<file path="src/rtl/adc_cfg_seq.sv">
// adc_cfg_seq: power-up configuration sequencer for the LVDS ADC front end.
// Writes a table of 24-bit registers over 3-wire SPI, enables the
// deserializer, then waits for frame alignment with a timeout.
//
// Ports:
//   CLKDIV, cpu_resetn        clock, asynchronous active-low reset
//   start                     one-cycle request to (re)run the sequence
//   cfg_idx / cfg_word        table index out, table entry in
//   aligned                   bitslip frame alignment flag
//   spi_csn/spi_sclk/spi_sdio SPI master, mode 0, MSB first
//   adc_en, busy, done, error enable and status, all registered
module adc_cfg_seq #(
   parameter int NUM_REGS      = 8,
   parameter int SCLK_HALF     = 4,
   parameter int CS_GAP        = 8,
   parameter int ALIGN_TIMEOUT = 1024,
   parameter bit AUTO_START    = 1'b1,
   localparam int IW = (NUM_REGS > 1) ? $clog2(NUM_REGS) : 1
) (
   input  logic          CLKDIV,
   input  logic          cpu_resetn,
   input  logic          start,
   output logic [IW-1:0] cfg_idx,
   input  logic [23:0]   cfg_word,
   input  logic          aligned,
   output logic          spi_csn,
   output logic          spi_sclk,
   output logic          spi_sdio,
   output logic          adc_en,
   output logic          busy,
   output logic          done,
   output logic          error
);

   localparam int CM1 = (SCLK_HALF > CS_GAP) ? SCLK_HALF : CS_GAP;
   localparam int CMAX = (CM1 > ALIGN_TIMEOUT) ? CM1 : ALIGN_TIMEOUT;
   localparam int CW = $clog2(CMAX + 1);

   localparam logic [CW-1:0] HALF_LAST = CW'(SCLK_HALF - 1);
   localparam logic [CW-1:0] GAP_LAST  = CW'(CS_GAP - 1);
   localparam logic [CW-1:0] TO_LAST   = CW'(ALIGN_TIMEOUT - 1);
   localparam logic [IW-1:0] IDX_LAST  = IW'(NUM_REGS - 1);
   localparam logic [5:0]    PH_LAST   = 6'd48;

   typedef enum logic [2:0] {
      S_IDLE,
      S_LOAD,
      S_SHIFT,
      S_GAP,
      S_ALIGN,
      S_DONE,
      S_FAIL
   } state_t;

   state_t          state_q, state_d;
   logic [IW-1:0]   idx_q, idx_d;
   logic [CW-1:0]   cnt_q, cnt_d;
   logic [5:0]      phase_q, phase_d;
   logic [23:0]     sr_q, sr_d;
   logic            csn_q, csn_d;
   logic            sclk_q, sclk_d;
   logic            sdio_q, sdio_d;
   logic            adc_en_q, adc_en_d;
   logic            busy_q, busy_d;
   logic            done_q, done_d;
   logic            error_q, error_d;
   logic            go;

   always_comb begin
      state_d  = state_q;
      idx_d    = idx_q;
      cnt_d    = cnt_q;
      phase_d  = phase_q;
      sr_d     = sr_q;
      adc_en_d = adc_en_q;
      busy_d   = busy_q;
      done_d   = done_q;
      error_d  = error_q;
      go       = 1'b0;

      unique case (state_q)
         S_IDLE: go = AUTO_START || start;
         S_LOAD: begin
            sr_d    = cfg_word;
            phase_d = '0;
            cnt_d   = '0;
            state_d = S_SHIFT;
         end
         S_SHIFT: begin
            if (cnt_q == HALF_LAST) begin
               cnt_d = '0;
               if (phase_q == PH_LAST) begin
                  state_d = S_GAP;
               end else begin
                  phase_d = phase_q + 6'd1;
                  // next bit is presented as each low phase begins
                  if (phase_q[0]) sr_d = {sr_q[22:0], 1'b0};
               end
            end else begin
               cnt_d = cnt_q + CW'(1);
            end
         end
         S_GAP: begin
            if (cnt_q == GAP_LAST) begin
               cnt_d = '0;
               if (idx_q == IDX_LAST) begin
                  state_d = S_ALIGN;
               end else begin
                  idx_d   = idx_q + IW'(1);
                  state_d = S_LOAD;
               end
            end else begin
               cnt_d = cnt_q + CW'(1);
            end
         end
         S_ALIGN: begin
            // first ALIGN cycle registers adc_en; alignment and the
            // timeout window are judged only once the deserializer
            // has actually been released
            if (!adc_en_q) begin
               adc_en_d = 1'b1;
            end else if (aligned) begin
               state_d = S_DONE;
               done_d  = 1'b1;
               busy_d  = 1'b0;
            end else if (cnt_q == TO_LAST) begin
               state_d = S_FAIL;
               error_d = 1'b1;
               busy_d  = 1'b0;
            end else begin
               cnt_d = cnt_q + CW'(1);
            end
         end
         S_DONE, S_FAIL: go = start;
         default: state_d = S_IDLE;
      endcase

      if (go) begin
         state_d  = S_LOAD;
         idx_d    = '0;
         adc_en_d = 1'b0;
         busy_d   = 1'b1;
         done_d   = 1'b0;
         error_d  = 1'b0;
      end

      // SPI pins follow the next state so they stay registered
      csn_d  = (state_d != S_SHIFT);
      sclk_d = (state_d == S_SHIFT) && phase_d[0];
      sdio_d = (state_d == S_SHIFT) && (phase_d != PH_LAST) && sr_d[23];
   end

   always_ff @(posedge CLKDIV or negedge cpu_resetn) begin
      if (!cpu_resetn) begin
         state_q  <= S_IDLE;
         idx_q    <= '0;
         cnt_q    <= '0;
         phase_q  <= '0;
         sr_q     <= '0;
         csn_q    <= 1'b1;
         sclk_q   <= 1'b0;
         sdio_q   <= 1'b0;
         adc_en_q <= 1'b0;
         busy_q   <= 1'b0;
         done_q   <= 1'b0;
         error_q  <= 1'b0;
      end else begin
         state_q  <= state_d;
         idx_q    <= idx_d;
         cnt_q    <= cnt_d;
         phase_q  <= phase_d;
         sr_q     <= sr_d;
         csn_q    <= csn_d;
         sclk_q   <= sclk_d;
         sdio_q   <= sdio_d;
         adc_en_q <= adc_en_d;
         busy_q   <= busy_d;
         done_q   <= done_d;
         error_q  <= error_d;
      end
   end

   assign cfg_idx  = idx_q;
   assign spi_csn  = csn_q;
   assign spi_sclk = sclk_q;
   assign spi_sdio = sdio_q;
   assign adc_en   = adc_en_q;
   assign busy     = busy_q;
   assign done     = done_q;
   assign error    = error_q;

endmodule

</file>
<file path="config.mk">
export PLATFORM = sky130hd
export DESIGN_NAME = adc_cfg_seq
export DESIGN_NICKNAME = d
export VERILOG_FILES = /design/src/rtl/adc_cfg_seq.sv
export SDC_FILE = /design/constraint.sdc
export NUM_CORES = 1
export LEC_CHECK = 0
export BUFFER_PORTS_ARGS = -buffer_cell sky130_fd_sc_hd__buf_2
export CORE_ASPECT_RATIO = 1.25
export CORE_MARGIN = 1.5
export CORE_UTILIZATION = 58
export DETAILED_ROUTE_END_ITERATION = 8
export GPL_TIMING_DRIVEN = 0
export PLACE_DENSITY = 0.81
export SLEW_MARGIN = 20
export SYNTH_ARGS = -nofsm -noshare
export SYNTH_HDL_FRONTEND = slang
export SYNTH_SLANG_ARGS = --single-unit
</file>
<file path="constraint.sdc">
create_clock -name CLKDIV -period 2.5 [get_ports CLKDIV]
set_input_delay 0.375 -clock CLKDIV [delete_from_list [all_inputs] [get_ports CLKDIV]]
set_output_delay 0.375 -clock CLKDIV [all_outputs]
set_load 0.01 [all_outputs]
</file>
==> summary.txt, run 1 <==
Outcome
  • Status: finished, final reports clean

Synth
  • Largest family of logic cells by synthesized area: simple AND/OR/NAND/NOR gates
  • Post-Synth Simple-Gate Area: 27.1%
  • Fraction of the mapped netlist area in compound gates: 18.5%
  • Synth warn: 0
  • Synth Area in Adders: 2.11%
  • Post-Synth XOR/XNOR Area: 0.887%
  • Mapped Area: 2960 um^2
  • Fraction of registers with async set or reset after synthesis: 100%
  • Post-synth EDFFs: 0
  • Avg Cell Area, Syn: 9.23 um^2
  • Post-Syn Instances: 321
  • Post-synthesis register bit count: 54
  • Mapped Nets: 354
  • Sequential area share after synthesis: 45.7%
  • Mux contribution to synthesized area: 1.35%
  • Count of different cell masters after synthesis: 57
  • Top_reg_cell synth: dfrtp_1

Global route
  • Vias in the first global route: 2,460
  • Initial antenna violation count: 0
  • Overall routing resource usage: 25.0%
  • First-pass GRT wire length: 10,900 um
  • Largest net degree at the start of global routing: 55
  • Grt ovf: 0

Finish
  • Design Area, Final: 3320 um^2
  • Filler cells: 392
  • Nets@finish: 397
  • Inserted Diodes: 0
  • Share of cells above drive strength 1: 19.5%
  • Area Overhead vs Synth: 12.1%
  • Final Core Density: 68.7%

Power and ir drop
  • Pwr dens: 434 nW/um^2
  • Peak supply drop: 0.000321 V
  • Leak pwr: 1.62 nW

Timing
  • Setup violations, final: 0
  • Hold WS: 85.1 ps
  • Worst Max-Slew Pin Slew: 679 ps
  • Max-slew headroom: 54.7%
  • RSZ-0062 raised after global routing: no
  • Tcrit/Tclk final: 95.0%
  • Min cycle time layout: 2370 ps
  • Fmax: 421 MHz
  • TNS Setup: 0 ps
  • Worst setup margin: 126 ps
  • Final Hold Fails: 0
  • Worst Clk Skew: 18.6 ps
  • Slew Viols, Final: 0

Drt
  • Drt drc: 0
  • Wire per inst: 15.3 um
  • First-pass iteration count of the detailed router: 4
  • Post-DRT Antenna Nets: 0
  • Final wirelength: 6520 um
  • Via/cell ratio: 6.05
  • Drt first-iter violations: 156
  • Vias: 2,572

Floorplan
  • Row count: 28
  • Die Y: 82.9 um
  • Die W: 66.9 um
  • Core footprint: 4830 um^2
  • IO Count: 38
  • Initial Utilization: 61.3%
  • Die area: 5550 um^2

Clock tree
  • Post-CTS Setup Bufs: 0
  • Clk sinks: 54
  • Max Root-Sink Buffers: 2
  • Clock Tree Root: clkbuf_8
  • Clk_lat worst skew: 320 ps
  • CTS tree: built
  • CTS buffer count: 5
  • Clk slew on worst S/H paths: 110 ps
  • CTS H-tree lvls: 2

Critical path
  • CP cell instances: nor4_4 > nand4_4 > or4_4 > a211oi_1 > a31oi_1
  • Family with the most delay on the worst path: simple AND/OR/NAND/NOR gates
  • FF-to-FF End: spi_sdio$_DFF_PN0_
  • Levels on crit path: 5
  • R2R setup slack: 130 ps
  • CP Max Fanout: 8
  • Worst setup path class: reg -> reg
  • Reg2reg path depth: 5
  • FF-to-FF Start: cnt_q[8]$_DFFE_PN0P_
  • Slowest-stage cell, CP: or4_4
  • Critical path arrival: 2560 ps
  • Crit. End Element: register
  • CP bufs+invs: 0
  • Worst Path Required: 2690 ps
  • Worst setup SP type: register
  • Max incr delay on CP: 570 ps

Placement
  • Dpl ws: -67.5 ps
  • Placed wire-length estimate: 4660 um
  • GP Congestion: 0.857
  • Placed Area: 3230 um^2
  • PortBufs: 37

Worst hold path
  • Worst hold path class: in -> async

Job
  • Max Cap Violations: 0
layer usage:
layer / up-vias / share of wire (%) / global-route usage (%)
li1: 1245 / - / -
met1: 1258 / 43 / 31.9
met2: 60 / 52 / 41.7
met3: 9 / 3.6 / 4.74
met4: 0 / 1.5 / 8.72
met5: - / 0 / 0
cell usage after synthesis, types with 3 or more instances:
cell type,n,area [um^2]
a21o_1,8,60.1
a21oi_1,13,65.1
a22oi_1,22,165
a31oi_1,3,18.8
and3_1,7,43.8
clkbuf_1,11,41.3
dfrtp_1,53,1330
ha_1,5,62.6
inv_1,7,26.3
mux2i_1,4,40.0
nand2_1,63,236
nand2b_1,4,25.0
nand3_1,12,60.1
nand4_1,5,31.3
nor2_1,20,75.1
nor2b_1,4,25.0
nor3_1,5,25.0
nor3b_1,3,22.5
o211ai_1,4,30.0
o21ai_0,20,100
or3_1,3,18.8
xnor2_1,3,26.3
placed cells by master (no fill, tap or decap), drive strengths merged, types with 3 or more instances in the layout:
cell type,n
buf,40
a21o,8
or3,4
and3,8
mux2i,4
a31oi,3
xnor2,3
dfrtp,53
a22oi,22
nand2,63
nand3,12
nor2b,4
nand4,6
or4,3
nand2b,4
a21oi,13
nor3,5
inv,7
o21ai,21
nor3b,4
ha,5
nor2,20
o211ai,4
clkbuf,17
power by group:
group / total (W) / leakage (nW) / switching, W / internal [W]
Combinational: 0.0000553 / 0.893 / 0.0000322 / 0.0000232
Sequential: 0.000896 / 0.687 / 0.00000809 / 0.000888
Clock: 0.000491 / 0.0452 / 0.000292 / 0.000199
Total: 0.00144 / 1.62 / 0.000333 / 0.00111
worst max path at each step:
stage                         startpoint              endpoint  slack (ps)
floorplan           phase_q[0]$_DFF_PN0_  sr_q[10]$_DFFE_PN0P_         310
global placement    phase_q[0]$_DFF_PN0_  sr_q[10]$_DFFE_PN0P_          -7
detailed placement  phase_q[0]$_DFF_PN0_   sr_q[7]$_DFFE_PN0P_         -70
CTS                 phase_q[0]$_DFF_PN0_   sr_q[7]$_DFFE_PN0P_          30
global route        cnt_q[8]$_DFFE_PN0P_    spi_sdio$_DFF_PN0_          20
finish              cnt_q[8]$_DFFE_PN0P_    spi_sdio$_DFF_PN0_         130
through the flow:
| step | power [W] | std cells |
|---|---|---|
| floorplan | 0.000926 | 321 |
| global placement | 0.000968 | 418 |
| detailed placement | 0.000970 | 418 |
| global route | 0.00149 | 425 |
| finish | 0.00144 | 425 |
| CTS | 0.00145 | 426 |
registers in the layout, summed over array words and instances, names as in the netlist:
signal    count
busy          1
error         1
done          1
cfg_idx       3
phase_q       6
adc_en        1
spi_sclk      1
state_q       3
cnt_q        11
spi_sdio      1
spi_csn       1
sr_q         24
cell type report:
cell class / count / area, um^2 / share of cell area, %
clock buffer: 6 / 72.6 / 2.18
buffer: 15 / 98.8 / 2.98
inverter: 7 / 26.3 / 0.791
multi-input combinational: 244 / 1500 / 45.0
timing repair buffer: 37 / 188 / 5.65
tap: 60 / 75.1 / 2.26
clock inverter: 2 / 13.8 / 0.414
sequential: 54 / 1350 / 40.7
logic make-up (layout without fill, tap and decap cells):
family | count (synthesis) | count (layout)
compound gates | 83 | 83
xor+xnor | 3 | 3
fa+ha+maj | 5 | 5
buf+inv | 23 | 67
flops | 54 | 54
mux | 4 | 4
simple gates | 149 | 149
repair_timing:
item	4_1_cts	5_1_grt
hold buffers	0	0
endpoints found under the setup margin	20	24
resized for setup	3	10
(Power assumes the default switching activity.)
==> run 2: changes to the inputs <==
--- a/config.mk
+++ b/config.mk
@@ -12,6 +12,7 @@
 export DETAILED_ROUTE_END_ITERATION = 8
 export GPL_TIMING_DRIVEN = 0
 export PLACE_DENSITY = 0.81
+export SETUP_SLACK_MARGIN = 0.15
 export SLEW_MARGIN = 20
 export SYNTH_ARGS = -nofsm -noshare
 export SYNTH_HDL_FRONTEND = slang
==> summary.txt, run 2 (synthesized netlist as in run 1, its figures left out) <==
Outcome
  • Status: finished, final reports clean (unchanged)

Placement
  • Placed Area: 3230 um^2 (unchanged)
  • GP Congestion: 0.857 (unchanged)
  • Dpl ws: -67.5 ps (unchanged)
  • PortBufs: 37 (unchanged)
  • Inst Count DP: 418 (unchanged)
  • Placed wire-length estimate: 4660 um (unchanged)

Floorplan
  • IO Count: 38 (unchanged)
  • Core footprint: 4830 um^2 (unchanged)
  • Initial Utilization: 61.3% (unchanged)
  • Die W: 66.9 um (unchanged)
  • Row count: 28 (unchanged)
  • Die Y: 82.9 um (unchanged)
  • Die area: 5550 um^2 (unchanged)

Finish
  • Design Area, Final: 3360 um^2 (was 3320 um^2)
  • Share of cells above drive strength 1: 20.9% (was 19.5%)
  • Inserted Diodes: 0 (unchanged)
  • Most frequent cells in the layout: 63 x nand2_1, 53 x dfrtp_1, 38 x buf_2 (unchanged)
  • Commonest non-fill, non-tap cell in the layout: nand2_1 (unchanged)
  • Max FFs per register: 24 (unchanged)
  • Area Overhead vs Synth: 13.3% (was 12.1%)
  • Largest registers: sr_q: 24 flops, cnt_q: 11 flops, phase_q: 6 flops (unchanged)
  • Reg with most FFs: sr_q (unchanged)
  • Final non-filler cell total: 429 (was 425)
  • Nets@finish: 401 (was 397)

Power and ir drop
  • Pwr dens: 429 nW/um^2 (was 434 nW/um^2)
  • Leak pwr: 1.64 nW (was 1.62 nW)
  • Peak supply drop: 0.000321 V (about the same)

Timing
  • Max-slew headroom: 54.4% (was 54.7%)
  • Setup violations, final: 0 (unchanged)
  • Final Hold Fails: 0 (unchanged)
  • RSZ-0062 raised after global routing: no (unchanged)
  • Worst setup margin: 260 ps (was 126 ps)
  • Tcrit/Tclk final: 89.6% (was 95.0%)
  • Worst Max-Slew Pin Slew: 684 ps (was 679 ps)
  • Slew Viols, Final: 0 (unchanged)
  • Min cycle time layout: 2240 ps (was 2370 ps)
  • Fmax: 446 MHz (was 421 MHz)
  • TNS Setup: 0 ps (unchanged)
  • Worst Clk Skew: 16.3 ps (was 18.6 ps)

Drt
  • Drt drc: 0 (unchanged)
  • Vias: 2,586 (was 2,572)
  • Wire per inst: 15.4 um (was 15.3 um)
  • Via/cell ratio: 6.03 (was 6.05)
  • First-pass iteration count of the detailed router: 4 (unchanged)
  • Post-DRT Antenna Nets: 0 (unchanged)
  • Final wirelength: 6600 um (was 6520 um)
  • Drt first-iter violations: 156 (unchanged)

Clock tree
  • Clk slew on worst S/H paths: 110 ps (about the same)
  • CTS buffer count: 5 (unchanged)
  • CTS H-tree lvls: 2 (unchanged)
  • Max Root-Sink Buffers: 2 (unchanged)
  • Hold buffer count at CTS: 0 (unchanged)
  • Clk sinks: 54 (unchanged)
  • CTS tree: built (unchanged)
  • Clock Tree Root: clkbuf_8 (unchanged)
  • Clk_lat worst skew: 320 ps (about the same)

Critical path
  • CP Max Fanout: 8 (unchanged)
  • Crit. End Element: register (unchanged)
  • Worst Path Required: 2680 ps (was 2690 ps)
  • Worst setup SP type: register (unchanged)
  • Max incr delay on CP: 560 ps (was 570 ps)
  • Worst setup path class: reg -> reg (unchanged)
  • Slowest-stage cell, CP: or4_4 (unchanged)
  • CP bufs+invs: 0 (unchanged)
  • CP cell instances: ha_2 > nor3b_4 > nand4_4 > or4_4 > a211oi_1 > a31oi_1 (was nor4_4 > nand4_4 > or4_4 > a211oi_1 > a31oi_1)
  • Critical path arrival: 2420 ps (was 2560 ps)
  • Family with the most delay on the worst path: simple AND/OR/NAND/NOR gates (unchanged)

Global route
  • Initial antenna violation count: 0 (unchanged)
  • First-pass GRT wire length: 11,000 um (was 10,900 um)
  • Largest net degree at the start of global routing: 55 (unchanged)
  • Overall routing resource usage: 25.3% (was 25.0%)
  • Grt ovf: 0 (unchanged)
  • Vias in the first global route: 2,483 (was 2,460)

Job
  • Max Cap Violations: 0 (unchanged)

Worst hold path
  • Worst hold path class: in -> async (unchanged)
## run 2: per-stage QoR
step	utilization (%)	hold WS, ps	total power [W]
after floorplan	-	79.4	0.000926
after global placement	66.7	460	0.000968
after detailed placement	66.7	463	0.000970
after CTS	68.5	118	0.00145
after global routing	69.4	149	0.00150
final	69.4	86.1	0.00144
## run 2: area by class of cell
class,instances,area (um^2)
Multi-Input combinational cell,244,1500
Clock inverter,2,13.8
Clock buffer,6,72.6
Buffer,15,98.8
Fill cell,384,1480
Tap cell,60,75.1
Sequential cell,54,1350
Inverter,7,26.3
Timing Repair Buffer,41,218
## run 2: worst reg2reg max path, stage by stage, from the launching register on
cell      delay (ps)
dfrtp_1          390
ha_2             270
nor3b_4          310
nand4_4          180
or4_4            560
a211oi_1         280
a31oi_1          130
## run 2: per-layer routing
| layer | vias up | part of all wire [%] | wire length [um] | track usage [%] |
|---|---|---|---|---|
| li1 | 1256 | - | - | - |
| met1 | 1264 | 42 | 2790 | 32.3 |
| met2 | 57 | 52 | 3450 | 41.5 |
| met3 | 9 | 3.9 | 260 | 5.28 |
| met4 | 0 | 1.5 | 99 | 9.46 |
| met5 | - | 0 | 0 | 0 |
## run 2: worst paths after layout
kind | start | endpoint | slack, ps | depth (start not counted)
setup / recovery | cnt_q[0]$_DFFE_PN0P_ | spi_sdio$_DFF_PN0_ | 260 | 6
hold / removal | cpu_resetn | state_q[2]$_DFF_PN0_ | 90 | 1
setup reg to reg | cnt_q[0]$_DFFE_PN0P_ | spi_sdio$_DFF_PN0_ | 260 | 6
hold reg to reg | sr_q[22]$_DFFE_PN0P_ | sr_q[22]$_DFFE_PN0P_ | 480 | 2
max in group asynchronous | cpu_resetn | phase_q[4]$_DFF_PN0_ | 1940 | 1
min in group CLKDIV | cfg_word[0] | sr_q[0]$_DFFE_PN0P_ | 280 | 3
## run 2: timing repair
item	4_1_cts	5_1_grt
buffers inserted	0	4
pin swaps	0	2
setup endpoints to repair	21	18
gates resized for setup	7	7
## run 2: report_power, final
part           switching, W  internal [W]  total (W)
combinational     0.0000322     0.0000231  0.0000553
sequential       0.00000804      0.000888   0.000896
clock              0.000289      0.000198   0.000488
total              0.000330       0.00111    0.00144
==> run 3: changes to the inputs <==
--- a/config.mk
+++ b/config.mk
@@ -12,7 +12,7 @@
 export DETAILED_ROUTE_END_ITERATION = 8
 export GPL_TIMING_DRIVEN = 0
 export PLACE_DENSITY = 0.81
-export SETUP_SLACK_MARGIN = 0.15
+export SETUP_SLACK_MARGIN = 0.4
 export SLEW_MARGIN = 20
 export SYNTH_ARGS = -nofsm -noshare
 export SYNTH_HDL_FRONTEND = slang
==> summary.txt, run 3 (synthesized netlist as in run 1, its figures left out) <==
Outcome
  • Status: finished, final reports clean (unchanged)

Clock tree
  • Clk_lat worst skew: 330 ps (was 320 ps)
  • Max Root-Sink Buffers: 2 (unchanged)
  • CTS buffer count: 5 (unchanged)
  • Clk sinks: 54 (unchanged)
  • Clock Tree Root: clkbuf_8 (unchanged)
  • CTS H-tree lvls: 2 (unchanged)
  • CTS tree: built (unchanged)
  • Hold buffer count at CTS: 0 (unchanged)
  • Clk slew on worst S/H paths: 110 ps (about the same)

Timing
  • TNS Setup: 0 ps (unchanged)
  • Slew Viols, Final: 0 (unchanged)
  • Max-slew headroom: 54.3% (was 54.4%)
  • Worst setup margin: 441 ps (was 260 ps)
  • RSZ-0062 raised after global routing: yes (was no)
  • Final Hold Fails: 0 (unchanged)
  • Tcrit/Tclk final: 82.3% (was 89.6%)
  • Fmax: 486 MHz (was 446 MHz)
  • Worst Clk Skew: 17.6 ps (was 16.3 ps)
  • Hold WS: 74.2 ps (was 86.1 ps)
  • Min cycle time layout: 2060 ps (was 2240 ps)
  • Setup violations, final: 0 (unchanged)
  • Worst Max-Slew Pin Slew: 685 ps (was 684 ps)

Floorplan
  • Die Y: 82.9 um (unchanged)
  • Row count: 28 (unchanged)
  • IO Count: 38 (unchanged)
  • Die area: 5550 um^2 (unchanged)
  • Initial Utilization: 61.3% (unchanged)
  • Die W: 66.9 um (unchanged)
  • Core footprint: 4830 um^2 (unchanged)

Critical path
  • CP cell instances: ha_4 > nor3b_4 > buf_4 > buf_4 > nand4_1 > or4_1 > nand3_1 > a31oi_1 (was ha_2 > nor3b_4 > nand4_4 > or4_4 > a211oi_1 > a31oi_1)
  • Max incr delay on CP: 520 ps (was 560 ps)
  • CP Max Fanout: 8 (unchanged)
  • R2R setup slack: 440 ps (was 260 ps)
  • Reg2reg path depth: 8 (was 6)
  • Slowest-stage cell, CP: or4_1 (was or4_4)
  • FF-to-FF End: spi_sdio$_DFF_PN0_ (unchanged)
  • Worst setup SP type: register (unchanged)
  • Crit. End Element: register (unchanged)
  • Levels on crit path: 8 (was 6)
  • Worst Path Required: 2700 ps (was 2680 ps)
  • CP bufs+invs: 2 (was 0)
  • Critical path's most frequent cell: buf_4
  • FF-to-FF Start: cnt_q[0]$_DFFE_PN0P_ (unchanged)
  • Critical path arrival: 2250 ps (was 2420 ps)
  • Family with the most delay on the worst path: simple AND/OR/NAND/NOR gates (unchanged)
  • Worst setup path class: reg -> reg (unchanged)

Finish
  • Share of cells above drive strength 1: 26.4% (was 20.9%)
  • Most frequent cells in the layout: 63 x nand2_1, 52 x dfrtp_1, 41 x buf_2 (was 63 x nand2_1, 53 x dfrtp_1, 38 x buf_2)
  • Area Overhead vs Synth: 19.8% (was 13.3%)
  • Reg with most FFs: sr_q (unchanged)
  • Max FFs per register: 24 (unchanged)
  • Final Core Density: 73.4% (was 69.4%)
  • Largest registers: sr_q: 24 flops, cnt_q: 11 flops, phase_q: 6 flops (unchanged)
  • Final non-filler cell total: 442 (was 429)
  • Nets@finish: 414 (was 401)
  • Inserted Diodes: 0 (unchanged)
  • Commonest non-fill, non-tap cell in the layout: nand2_1 (unchanged)

Global route
  • Largest net degree at the start of global routing: 55 (unchanged)
  • Vias in the first global route: 2,527 (was 2,483)
  • Grt ovf: 0 (unchanged)
  • Initial antenna violation count: 0 (unchanged)
  • Met1 usage: 30.7% (was 32.3%)
  • Met3 Use GR: 3.66% (was 5.28%)
  • Overall routing resource usage: 25.0% (was 25.3%)
  • First-pass GRT wire length: 11,000 um (about the same)
  • Met2 Resource Use GR: 43.6% (was 41.5%)
  • Top Usage Layer GRT: met2 (unchanged)

Placement
  • Dpl ws: 177 ps (was -67.5 ps)
  • GP Congestion: 0.862 (was 0.857)
  • Inst Count DP: 418 (unchanged)
  • PortBufs: 37 (unchanged)
  • Placed wire-length estimate: 4580 um (was 4660 um)

Drt
  • Wire per inst: 15.5 um (was 15.4 um)
  • Drt drc: 0 (unchanged)
  • Drt first-iter violations: 195 (was 156)
  • Final wirelength: 6870 um (was 6600 um)
  • First-pass iteration count of the detailed router: 4 (unchanged)
  • Via/cell ratio: 5.96 (was 6.03)
  • Vias: 2,635 (was 2,586)
  • Post-DRT Antenna Nets: 0 (unchanged)

Job
  • Max Cap Violations: 0 (unchanged)

Power and ir drop
  • Peak supply drop: 0.000337 V (was 0.000321 V)
  • Leak pwr: 1.73 nW (was 1.64 nW)
  • Pwr dens: 426 nW/um^2 (was 429 nW/um^2)

Worst hold path
  • Worst hold path class: in -> async (unchanged)
==> run 3: cell types whose count changed in the layout (fill, tap and decap cells not counted), sizes merged <==
cell    before  now
clkbuf      17   16
clkinv       2    1
buf         44   58
nor2        20   21
==> run 3: per-layer routing <==
layer / wire (um) / vias to the layer above / part of all wire (%)
li1: - / 1276 / -
met1: 2960 / 1289 / 43
met2: 3590 / 60 / 52
met3: 222 / 10 / 3.2
met4: 101 / 0 / 1.5
met5: 0 / - / 0
==> run 3: report_power, final <==
group,internal (W),switching (W)
sequential,0.000888,0.00000802
clock,0.000255,0.000304
combinational,0.0000232,0.0000326
==> run 3: how the worst max path moves through the flow <==
stage / from / endpoint / slack [ps]
final: cnt_q[0]$_DFFE_PN0P_ / spi_sdio$_DFF_PN0_ / 440
after global routing: cnt_q[1]$_DFFE_PN0P_ / spi_sdio$_DFF_PN0_ / 340
after CTS: cnt_q[0]$_DFFE_PN0P_ / spi_sdio$_DFF_PN0_ / 320
after detailed placement: cnt_q[0]$_DFFE_PN0P_ / spi_sdio$_DFF_PN0_ / 180
after global placement: cnt_q[8]$_DFFE_PN0P_ / spi_sdio$_DFF_PN0_ / 200
after floorplan: cnt_q[0]$_DFFE_PN0P_ / spi_sdio$_DFF_PN0_ / 450
==> run 3: final cells by class <==
cell class                      count  area (um^2)
Tap cell                           60         75.1
Sequential cell                    54         1350
Multi-Input combinational cell    245         1580
Inverter                            7         26.3
Clock buffer                        7         96.3
Fill cell                         352         1280
Timing Repair Buffer               52          300
Buffer                             16          111
Clock inverter                      1         8.76
==> run 3: through the flow <==
stage	cell area (um^2)	total power, W
3_3_place_gp	3220	0.000968
3_5_place_dp	3230	0.000971
4_1_cts	3420	0.00151
6_report	3550	0.00151
2_1_floorplan	2960	0.000926
5_1_grt	3550	0.00156
==> run 3: repair_timing <==
| item | 4_1_cts | 5_1_grt |
|---|---|---|
| endpoints found under the setup margin | 32 | 36 |
| gates cloned | 0 | 1 |
| hold endpoints to repair | 0 | 0 |
| buffers inserted | 8 | 7 |
| pin swaps | 3 | 7 |
| resized for setup | 10 | 24 |
==> run 3: worst reg2reg max path, stage by stage (launching register included) <==
cell	delay, ps
dfrtp_1	420
ha_4	190
nor3b_4	250
buf_4	150
buf_4	100
nand4_1	120
or4_1	520
nand3_1	120
a31oi_1	80
